==> src/rtl/pwm_pkg.sv <==
// Shared types and constants for the PWM feedback capture block.
package pwm_pkg;

    localparam int unsigned CNT_WIDTH_DEF = 16;
    localparam int unsigned CNT_WIDTH_MAX = 32;

    // Reported for a result field whose edge did not occur within the period;
    // sliced down to the counter width by the users.
    localparam logic [CNT_WIDTH_MAX-1:0] CNT_MISSING = '1;

    typedef enum logic {
        ST_IDLE    = 1'b0,
        ST_MEASURE = 1'b1
    } cap_state_e;

endpackage

==> src/rtl/pwm_feedback_capture_if.sv <==
// Result bus of the PWM feedback capture: measurements, strobe and sticky flags.
interface pwm_feedback_capture_if
    import pwm_pkg::*;
#(
    parameter int unsigned CNT_WIDTH = CNT_WIDTH_DEF
) ();

    logic [CNT_WIDTH-1:0] period_o;
    logic [CNT_WIDTH-1:0] high_time_o;
    logic [CNT_WIDTH-1:0] dt_rise_o;
    logic [CNT_WIDTH-1:0] dt_fall_o;
    logic                 valid_o;
    logic                 shoot_through_o;
    logic                 timeout_o;

    // Capture block drives the results.
    modport master (
        output period_o, high_time_o, dt_rise_o, dt_fall_o,
        output valid_o, shoot_through_o, timeout_o
    );

    // Control/monitoring side samples them on valid_o.
    modport slave (
        input period_o, high_time_o, dt_rise_o, dt_fall_o,
        input valid_o, shoot_through_o, timeout_o
    );

endinterface

==> src/rtl/pwm_edge_sync.sv <==
// Synchronizer for one asynchronous feedback pin plus registered edge pulses.
// rise_o/fall_o are aligned with each other; sync_o is the raw synchronized level.
module pwm_edge_sync #(
    parameter int unsigned SYNC_STAGES = 2
) (
    input  logic clk_i,
    input  logic rst_ni,
    input  logic async_i,
    output logic sync_o,
    output logic rise_o,
    output logic fall_o
);

    logic [SYNC_STAGES-1:0] sync_q;
    logic                   lvl_q;
    logic                   rise_q;
    logic                   fall_q;

    // Metastability chain for the asynchronous pin.
    always_ff @(posedge clk_i or negedge rst_ni) begin
        if (!rst_ni) begin
            sync_q <= '0;
        end else begin
            sync_q <= {sync_q[SYNC_STAGES-2:0], async_i};
        end
    end

    // Edge detector with registered single-cycle pulses.
    always_ff @(posedge clk_i or negedge rst_ni) begin
        if (!rst_ni) begin
            lvl_q  <= 1'b0;
            rise_q <= 1'b0;
            fall_q <= 1'b0;
        end else begin
            lvl_q  <= sync_q[SYNC_STAGES-1];
            rise_q <= sync_q[SYNC_STAGES-1] & ~lvl_q;
            fall_q <= ~sync_q[SYNC_STAGES-1] & lvl_q;
        end
    end

    assign sync_o = sync_q[SYNC_STAGES-1];
    assign rise_o = rise_q;
    assign fall_o = fall_q;

endmodule

==> src/rtl/pwm_feedback_capture.sv <==
// Measures period, high-side on-time and both dead times of one complementary
// PWM leg from the driver feedback, and flags shoot-through and missing PWM.
//
// state      | meaning
// -----------+-----------------------------------------------------------
// ST_IDLE    | counters held at 0, waiting for the first high-side rise
// ST_MEASURE | period counter running, results latched on each high-side rise
module pwm_feedback_capture
    import pwm_pkg::*;
#(
    parameter int unsigned CNT_WIDTH   = CNT_WIDTH_DEF,
    parameter int unsigned SYNC_STAGES = 2
) (
    input  logic                          clk_i,
    input  logic                          rst_ni,
    input  logic                          enable_i,
    input  logic                          clear_i,
    input  logic [1:0]                    pwm_i,
    pwm_feedback_capture_if.master        cap_if
);

    localparam logic [CNT_WIDTH-1:0] CNT_MAX = CNT_MISSING[CNT_WIDTH-1:0];
    localparam logic [CNT_WIDTH-1:0] CNT_ONE = {{(CNT_WIDTH-1){1'b0}}, 1'b1};

    function automatic logic [CNT_WIDTH-1:0] sat_inc(input logic [CNT_WIDTH-1:0] v);
        return (v == CNT_MAX) ? v : v + CNT_ONE;
    endfunction

    logic s0, s1, rise0, fall0, rise1, fall1;

    cap_state_e           state_q, state_d;
    logic [CNT_WIDTH-1:0] per_cnt_q, per_cnt_d;
    logic [CNT_WIDTH-1:0] dtf_cnt_q, dtf_cnt_d;
    logic [CNT_WIDTH-1:0] dtr_cnt_q, dtr_cnt_d;
    logic                 dtf_run_q, dtf_run_d;
    logic                 dtr_run_q, dtr_run_d;
    logic [CNT_WIDTH-1:0] high_cap_q, high_cap_d;
    logic [CNT_WIDTH-1:0] dtf_cap_q, dtf_cap_d;
    logic                 got_high_q, got_high_d;
    logic                 got_dtf_q, got_dtf_d;
    logic [CNT_WIDTH-1:0] period_q, period_d;
    logic [CNT_WIDTH-1:0] high_time_q, high_time_d;
    logic [CNT_WIDTH-1:0] dt_rise_q, dt_rise_d;
    logic [CNT_WIDTH-1:0] dt_fall_q, dt_fall_d;
    logic                 valid_q, valid_d;
    logic                 shoot_q, shoot_d;
    logic                 timeout_q, timeout_d;

    pwm_edge_sync #(.SYNC_STAGES(SYNC_STAGES)) u_sync_hs (
        .clk_i   (clk_i),
        .rst_ni  (rst_ni),
        .async_i (pwm_i[0]),
        .sync_o  (s0),
        .rise_o  (rise0),
        .fall_o  (fall0)
    );

    pwm_edge_sync #(.SYNC_STAGES(SYNC_STAGES)) u_sync_ls (
        .clk_i   (clk_i),
        .rst_ni  (rst_ni),
        .async_i (pwm_i[1]),
        .sync_o  (s1),
        .rise_o  (rise1),
        .fall_o  (fall1)
    );

    // Next-state, counters, result latching and flag logic.
    always_comb begin
        state_d     = state_q;
        per_cnt_d   = per_cnt_q;
        dtf_cnt_d   = dtf_cnt_q;
        dtr_cnt_d   = dtr_cnt_q;
        dtf_run_d   = dtf_run_q;
        dtr_run_d   = dtr_run_q;
        high_cap_d  = high_cap_q;
        dtf_cap_d   = dtf_cap_q;
        got_high_d  = got_high_q;
        got_dtf_d   = got_dtf_q;
        period_d    = period_q;
        high_time_d = high_time_q;
        dt_rise_d   = dt_rise_q;
        dt_fall_d   = dt_fall_q;
        valid_d     = 1'b0;
        // A set condition wins over a simultaneous clear.
        shoot_d     = (shoot_q & ~clear_i) | (enable_i & s0 & s1);
        timeout_d   = timeout_q & ~clear_i;

        if (!enable_i || state_q == ST_IDLE) begin
            per_cnt_d  = '0;
            dtf_cnt_d  = '0;
            dtr_cnt_d  = '0;
            dtf_run_d  = 1'b0;
            dtr_run_d  = 1'b0;
            got_high_d = 1'b0;
            got_dtf_d  = 1'b0;
        end

        if (!enable_i) begin
            state_d = ST_IDLE;
        end else begin
            case (state_q)
                ST_IDLE: begin
                    // The first rise only arms the measurement; nothing to report yet.
                    if (rise0) begin
                        state_d = ST_MEASURE;
                    end
                end
                ST_MEASURE: begin
                    per_cnt_d = per_cnt_q + CNT_ONE;
                    if (dtf_run_q) begin
                        dtf_cnt_d = sat_inc(dtf_cnt_q);
                    end
                    if (dtr_run_q) begin
                        dtr_cnt_d = sat_inc(dtr_cnt_q);
                    end
                    if (fall0) begin
                        high_cap_d = sat_inc(per_cnt_q);
                        got_high_d = 1'b1;
                        dtf_cnt_d  = '0;
                        dtf_run_d  = 1'b1;
                    end
                    // Low-side rise only counts after a high-side fall in this period.
                    if (rise1 && (fall0 || dtf_run_q)) begin
                        dtf_cap_d = fall0 ? CNT_ONE : sat_inc(dtf_cnt_q);
                        got_dtf_d = 1'b1;
                        dtf_run_d = 1'b0;
                    end
                    if (fall1) begin
                        dtr_cnt_d = '0;
                        dtr_run_d = 1'b1;
                    end
                    if (rise0) begin
                        valid_d     = 1'b1;
                        period_d    = sat_inc(per_cnt_q);
                        high_time_d = got_high_q ? high_cap_q : CNT_MAX;
                        dt_fall_d   = got_dtf_q ? dtf_cap_q : CNT_MAX;
                        dt_rise_d   = fall1 ? CNT_ONE :
                                      (dtr_run_q ? sat_inc(dtr_cnt_q) : CNT_MAX);
                        per_cnt_d   = '0;
                        dtf_cnt_d   = '0;
                        dtr_cnt_d   = '0;
                        dtf_run_d   = 1'b0;
                        dtr_run_d   = 1'b0;
                        got_high_d  = 1'b0;
                        got_dtf_d   = 1'b0;
                    end else if (per_cnt_q == CNT_MAX) begin
                        timeout_d = 1'b1;
                        state_d   = ST_IDLE;
                        per_cnt_d = '0;
                        dtf_run_d = 1'b0;
                        dtr_run_d = 1'b0;
                    end
                end
                default: state_d = ST_IDLE;
            endcase
        end
    end

    // State, counter and result registers.
    always_ff @(posedge clk_i or negedge rst_ni) begin
        if (!rst_ni) begin
            state_q     <= ST_IDLE;
            per_cnt_q   <= '0;
            dtf_cnt_q   <= '0;
            dtr_cnt_q   <= '0;
            dtf_run_q   <= 1'b0;
            dtr_run_q   <= 1'b0;
            high_cap_q  <= '0;
            dtf_cap_q   <= '0;
            got_high_q  <= 1'b0;
            got_dtf_q   <= 1'b0;
            period_q    <= '0;
            high_time_q <= '0;
            dt_rise_q   <= '0;
            dt_fall_q   <= '0;
            valid_q     <= 1'b0;
            shoot_q     <= 1'b0;
            timeout_q   <= 1'b0;
        end else begin
            state_q     <= state_d;
            per_cnt_q   <= per_cnt_d;
            dtf_cnt_q   <= dtf_cnt_d;
            dtr_cnt_q   <= dtr_cnt_d;
            dtf_run_q   <= dtf_run_d;
            dtr_run_q   <= dtr_run_d;
            high_cap_q  <= high_cap_d;
            dtf_cap_q   <= dtf_cap_d;
            got_high_q  <= got_high_d;
            got_dtf_q   <= got_dtf_d;
            period_q    <= period_d;
            high_time_q <= high_time_d;
            dt_rise_q   <= dt_rise_d;
            dt_fall_q   <= dt_fall_d;
            valid_q     <= valid_d;
            shoot_q     <= shoot_d;
            timeout_q   <= timeout_d;
        end
    end

    assign cap_if.period_o        = period_q;
    assign cap_if.high_time_o     = high_time_q;
    assign cap_if.dt_rise_o       = dt_rise_q;
    assign cap_if.dt_fall_o       = dt_fall_q;
    assign cap_if.valid_o         = valid_q;
    assign cap_if.shoot_through_o = shoot_q;
    assign cap_if.timeout_o       = timeout_q;

endmodule

==> src/flat_wrapper.sv <==
// flat-port wrapper written by rule: the top's interface ports become plain ports
module pwm_feedback_capture_flat import pwm_pkg::*;
#(
    parameter int unsigned CNT_WIDTH   = CNT_WIDTH_DEF,
    parameter int unsigned SYNC_STAGES = 2
)
  (clk_i, rst_ni, enable_i, clear_i, pwm_i, cap_if_period_o, cap_if_high_time_o, cap_if_dt_rise_o, cap_if_dt_fall_o, cap_if_valid_o, cap_if_shoot_through_o, cap_if_timeout_o);
  pwm_feedback_capture_if #(.CNT_WIDTH(CNT_WIDTH)) cap_if_i ();
  input  logic clk_i;
  input  logic rst_ni;
  input  logic enable_i;
  input  logic clear_i;
  input  logic [1:0] pwm_i;
  output wire logic [$bits(cap_if_i.period_o)-1:0] cap_if_period_o;
  output wire logic [$bits(cap_if_i.high_time_o)-1:0] cap_if_high_time_o;
  output wire logic [$bits(cap_if_i.dt_rise_o)-1:0] cap_if_dt_rise_o;
  output wire logic [$bits(cap_if_i.dt_fall_o)-1:0] cap_if_dt_fall_o;
  output wire logic [$bits(cap_if_i.valid_o)-1:0] cap_if_valid_o;
  output wire logic [$bits(cap_if_i.shoot_through_o)-1:0] cap_if_shoot_through_o;
  output wire logic [$bits(cap_if_i.timeout_o)-1:0] cap_if_timeout_o;
  assign cap_if_period_o = cap_if_i.period_o;
  assign cap_if_high_time_o = cap_if_i.high_time_o;
  assign cap_if_dt_rise_o = cap_if_i.dt_rise_o;
  assign cap_if_dt_fall_o = cap_if_i.dt_fall_o;
  assign cap_if_valid_o = cap_if_i.valid_o;
  assign cap_if_shoot_through_o = cap_if_i.shoot_through_o;
  assign cap_if_timeout_o = cap_if_i.timeout_o;
  pwm_feedback_capture #(.CNT_WIDTH(CNT_WIDTH), .SYNC_STAGES(SYNC_STAGES)) u_core (.clk_i(clk_i), .rst_ni(rst_ni), .enable_i(enable_i), .clear_i(clear_i), .pwm_i(pwm_i), .cap_if(cap_if_i));
endmodule
==> config.mk <==
export PLATFORM = sky130hd
export DESIGN_NAME = pwm_feedback_capture_flat
export DESIGN_NICKNAME = d
export VERILOG_FILES = /design/src/rtl/pwm_pkg.sv /design/src/rtl/pwm_feedback_capture_if.sv /design/src/rtl/pwm_edge_sync.sv /design/src/rtl/pwm_feedback_capture.sv /design/src/flat_wrapper.sv
export SDC_FILE = /design/constraint.sdc
export NUM_CORES = 1
export LEC_CHECK = 0
export CAP_MARGIN = 20
export CORE_MARGIN = 2
export CORE_UTILIZATION = 27
export CTS_BUF_LIST = sky130_fd_sc_hd__clkbuf_8
export CTS_CLUSTER_SIZE = 24
export DETAILED_ROUTE_END_ITERATION = 12
export GPL_ROUTABILITY_DRIVEN = 0
export PLACE_DENSITY_LB_ADDON = 0.1
export SLEW_MARGIN = 5
export SYNTH_ARGS = -nofsm -noshare
export SYNTH_HDL_FRONTEND = slang
export SYNTH_SLANG_ARGS = --single-unit
==> constraint.sdc <==
create_clock -name clk_i -period 1.9 [get_ports clk_i]
set_input_delay 0.285 -clock clk_i [delete_from_list [all_inputs] [get_ports clk_i]]
set_output_delay 0.285 -clock clk_i [all_outputs]
set_load 0.005 [all_outputs]
==> summary.md <==
| Metric | Value |
|---|---|
| CTS buffer count | `17` |
| Pwr per Cell Area | `~820 nW/µm²` |
| Netlist Area Pre-Place | `7300 µm²` |
| Final Skew | `0.0140 ns` |
| Drt total wl | `20300 µm` |
| Final ANT Viol Nets | `0` |
| Final instance area | `9610 µm²` |
| Largest net degree at the start of global routing | `53` |
| # clock sinks | `around 160` |
| Vias in the first global route | `6167` |
| Worst-margin pin slew | `0.679 ns` |
| Post-synth ARST share | `100%` |
| Clock buffer depth | `2` |
| CTS tree | `built` |
| Sequential share of the synthesized area | `55.5%` |
| Starting density of the core | `a little over a quarter` |
| Final Hold Vio Count | `0` |
| Io pins | `between 70 and 80` |
| DRT Pass-1 Iters | `5` |
| Worst Hold Class | `in -> reg` |
| Yosys cell types | `54` |
| Crit start category | `register` |
| EDFF count, synth | `0` |
| Layout area overhead | `31.7%` |
| Post-detail-place hpwl | `around 15000 µm` |
| Most frequent cells in the layout | `dfrtp_1 (159), nand2_1 (90), buf_4 (82)` |
| Clock Pin Slew Worst Setup and Hold Paths | `0.09 ns` |
| Num rows | `60` |
| Rel. slew slack | `54.7%` |
| Setup crit end kind | `register` |
| Max VDD drop | `roughly 0.34 mV` |
| H-Tree Depth | `4` |
| Final routed DRC violation total | `0` |
| Die Ht | `168 µm` |
| ANT cells | `0` |
| Wire length per cell | `16.2 µm` |
| CP Max Fanout | `6` |
| Synth top area share | `55.5%` |
| Worst skew pair latency | `about 0.45 ns` |
| Worst path arrival time | `around 2.1 ns` |
| Syn Nets | `approximately 780` |
| Final Critical Period | `between 1.5 and 2 ns` |
| LEAKAGE | `4.04 nW` |
| Max Clock Freq | `~550 MHz` |
| Share of cells above drive strength 1 | `17.1%` |
| Via count | `5988` |
| Final Max Slew Viols | `0` |
| Most used flip-flop cell after synthesis | `dfrtp_1` |
| Total grt overflow | `0` |
| First-pass GRT wire length | `33800 µm` |
| Fin nets | `910` |
| Status | `finished, final reports clean` |
| Yosys reg bits | `~160` |
| Cell Area, Placed | `9000 µm²` |
| Final setup viols | `0` |
| Detail-routed via count per cell | `approximately 4.8` |
| Max-Cap Viols | `0` |
| Period utilization | `95.4%` |
| Syn Inst Count | `around 770` |
| Post-route setup TNS | `0 ns` |
| RSZ-0062 raised after global routing | `true` |
| Die ar. | `roughly 28000 µm²` |
| Total GRT Usage | `about 15%` |
| Syn_area_per_cell | `9.54 µm²` |
| Largest area contributor in the netlist | `dfrtp_1` |
| Initial antenna violation count | `0` |
| PortBufs | `72` |
| Largest cells by area after synthesis | `dfrtp_1 (56%), nand2_1 (4.7%), o21ai_0 (4.3%)` |
| Core area | `26700 µm²` |
| Critical path class | `reg -> reg` |
| Worst Path Required | `2.22 ns` |
| DIE WIDTH | `between 150 and 200 µm` |
| CTS root buffer | `clkbuf_8` |
| Ys Warns | `0` |
| Commonest non-fill, non-tap cell in the layout | `dfrtp_1` |
| Initial drt markers | `roughly 430` |
==> per-layer routing <==
metal | vias up | global-route usage, % | wire length, µm | part of all wire, %
met5 | - | 0 | 0 | 0
met4 | 0 | 4.12 | 240 | 1.2
met3 | 15 | 2.44 | 558 | 2.8
met2 | 103 | 24.1 | 9630 | 48
met1 | 2924 | 20.9 | 9840 | 49
li1 | 2946 | - | - | -
==> worst max-delay path: stages, from the launching register on <==
cell and delay, ns:
dfrtp_1 0.39, nand4_1 0.27, or4_4 0.65, xnor2_1 0.23, a41oi_1 0.14
==> report_power, final <==
| part | switching [mW] | total [mW] | internal [mW] |
|---|---|---|---|
| clock network | 1.37 | 2.59 | 1.22 |
| logic | 0.474 | 1.21 | 0.735 |
| registers | 0.223 | 4.03 | 3.81 |
| total | 2.07 | 7.84 | 5.77 |
==> cell families after synthesis <==
| logic type | count (synthesis) | share of synthesized area [%] |
|---|---|---|
| buffers and inverters | 76 | 4.06 |
| DFF | 162 | 55.5 |
| AOI/OAI and AO/OA | 171 | 13.8 |
| xor gates and xnor gates | 37 | 4.44 |
| and+or+nand+nor | 307 | 20.4 |
| muxes | 8 | 1.10 |
| adders and majority gates | 4 | 0.686 |
==> synth_stat cells, types with 14 or more instances <==
cell type,number
inv_1,27
nor3_1,22
a31oi_1,26
dfrtp_1,162
nand2_1,91
xor2_1,14
a21oi_1,37
and3_1,16
clkbuf_1,37
xnor2_1,23
nor2_1,78
o21ai_0,62
nand3_1,37
==> final timing paths <==
check | from | end | slack [ns] | depth (start not counted)
max | u_core.dtr_cnt_q[10]$_DFF_PN0_ | u_core.cap_if.dt_rise_o[0]$_DFFE_PN0P_ | 0.09 | 4
min | pwm_i[1] | u_core.u_sync_ls.sync_q[0]$_DFF_PN0_ | 0.27 | 1
max reg2reg | u_core.dtr_cnt_q[10]$_DFF_PN0_ | u_core.cap_if.dt_rise_o[0]$_DFFE_PN0P_ | 0.09 | 4
min reg2reg | u_core.u_sync_hs.sync_q[0]$_DFF_PN0_ | u_core.u_sync_hs.sync_q[1]$_DFF_PN0_ | 0.36 | 0
max in group asynchronous | rst_ni | u_core.high_cap_q[9]$_DFFE_PN0P_ | 0.90 | 3
min in group asynchronous | rst_ni | u_core.cap_if.dt_fall_o[7]$_DFFE_PN0P_ | 0.38 | 2
==> state kept, by name, summed over array words and instances, names as in the netlist, 2 cells and up <==
name / count
u_core.cap_if.dt_fall_o: 16
u_core.cap_if.dt_rise_o: 16
u_core.cap_if.high_time_o: 16
u_core.cap_if.period_o: 16
u_core.dtf_cap_q: 16
u_core.dtf_cnt_q: 16
u_core.dtr_cnt_q: 16
u_core.high_cap_q: 16
u_core.per_cnt_q: 16
u_core.u_sync_hs.sync_q: 2
u_core.u_sync_ls.sync_q: 2
==> through the flow <==
| stage | hold slack [ns] | utilization, % | setup WS, ns | total power, mW | std cells |
|---|---|---|---|---|---|
| floorplan | -0.0106 | - | 0.0143 | 4.43 | 765 |
| global route | 0.242 | 36.0 | -0.0365 | 8.28 | 1254 |
| finish | 0.269 | 36.0 | 0.0871 | 7.84 | 1254 |
| global placement | 0.292 | 33.7 | -0.0643 | 5.33 | 1215 |
| detailed placement | 0.295 | 33.7 | -0.0608 | 5.34 | 1215 |
| CTS | 0.231 | 35.3 | 0.000149 | 7.99 | 1248 |
==> final cells by class <==
| cell class | instances | area, µm² |
|---|---|---|
| clock buffer | 18 | 248 |
| multi-input combinational | 527 | 3110 |
| sequential | 162 | 4060 |
| fill | 2749 | 17100 |
| timing repair buffer | 164 | 1510 |
| clock inverter | 14 | 154 |
| inverter | 28 | 105 |
| tap | 341 | 427 |
==> repair_timing <==
action,4_1_cts,5_1_grt
setup endpoints to repair,17,48
resized for setup,7,28
cloned,0,0
endpoints found under the hold margin,49,0
buffers inserted,0,6
pin swaps,0,6
hold buffers,1,0
Note: power is estimated with default switching activity, not from simulation.
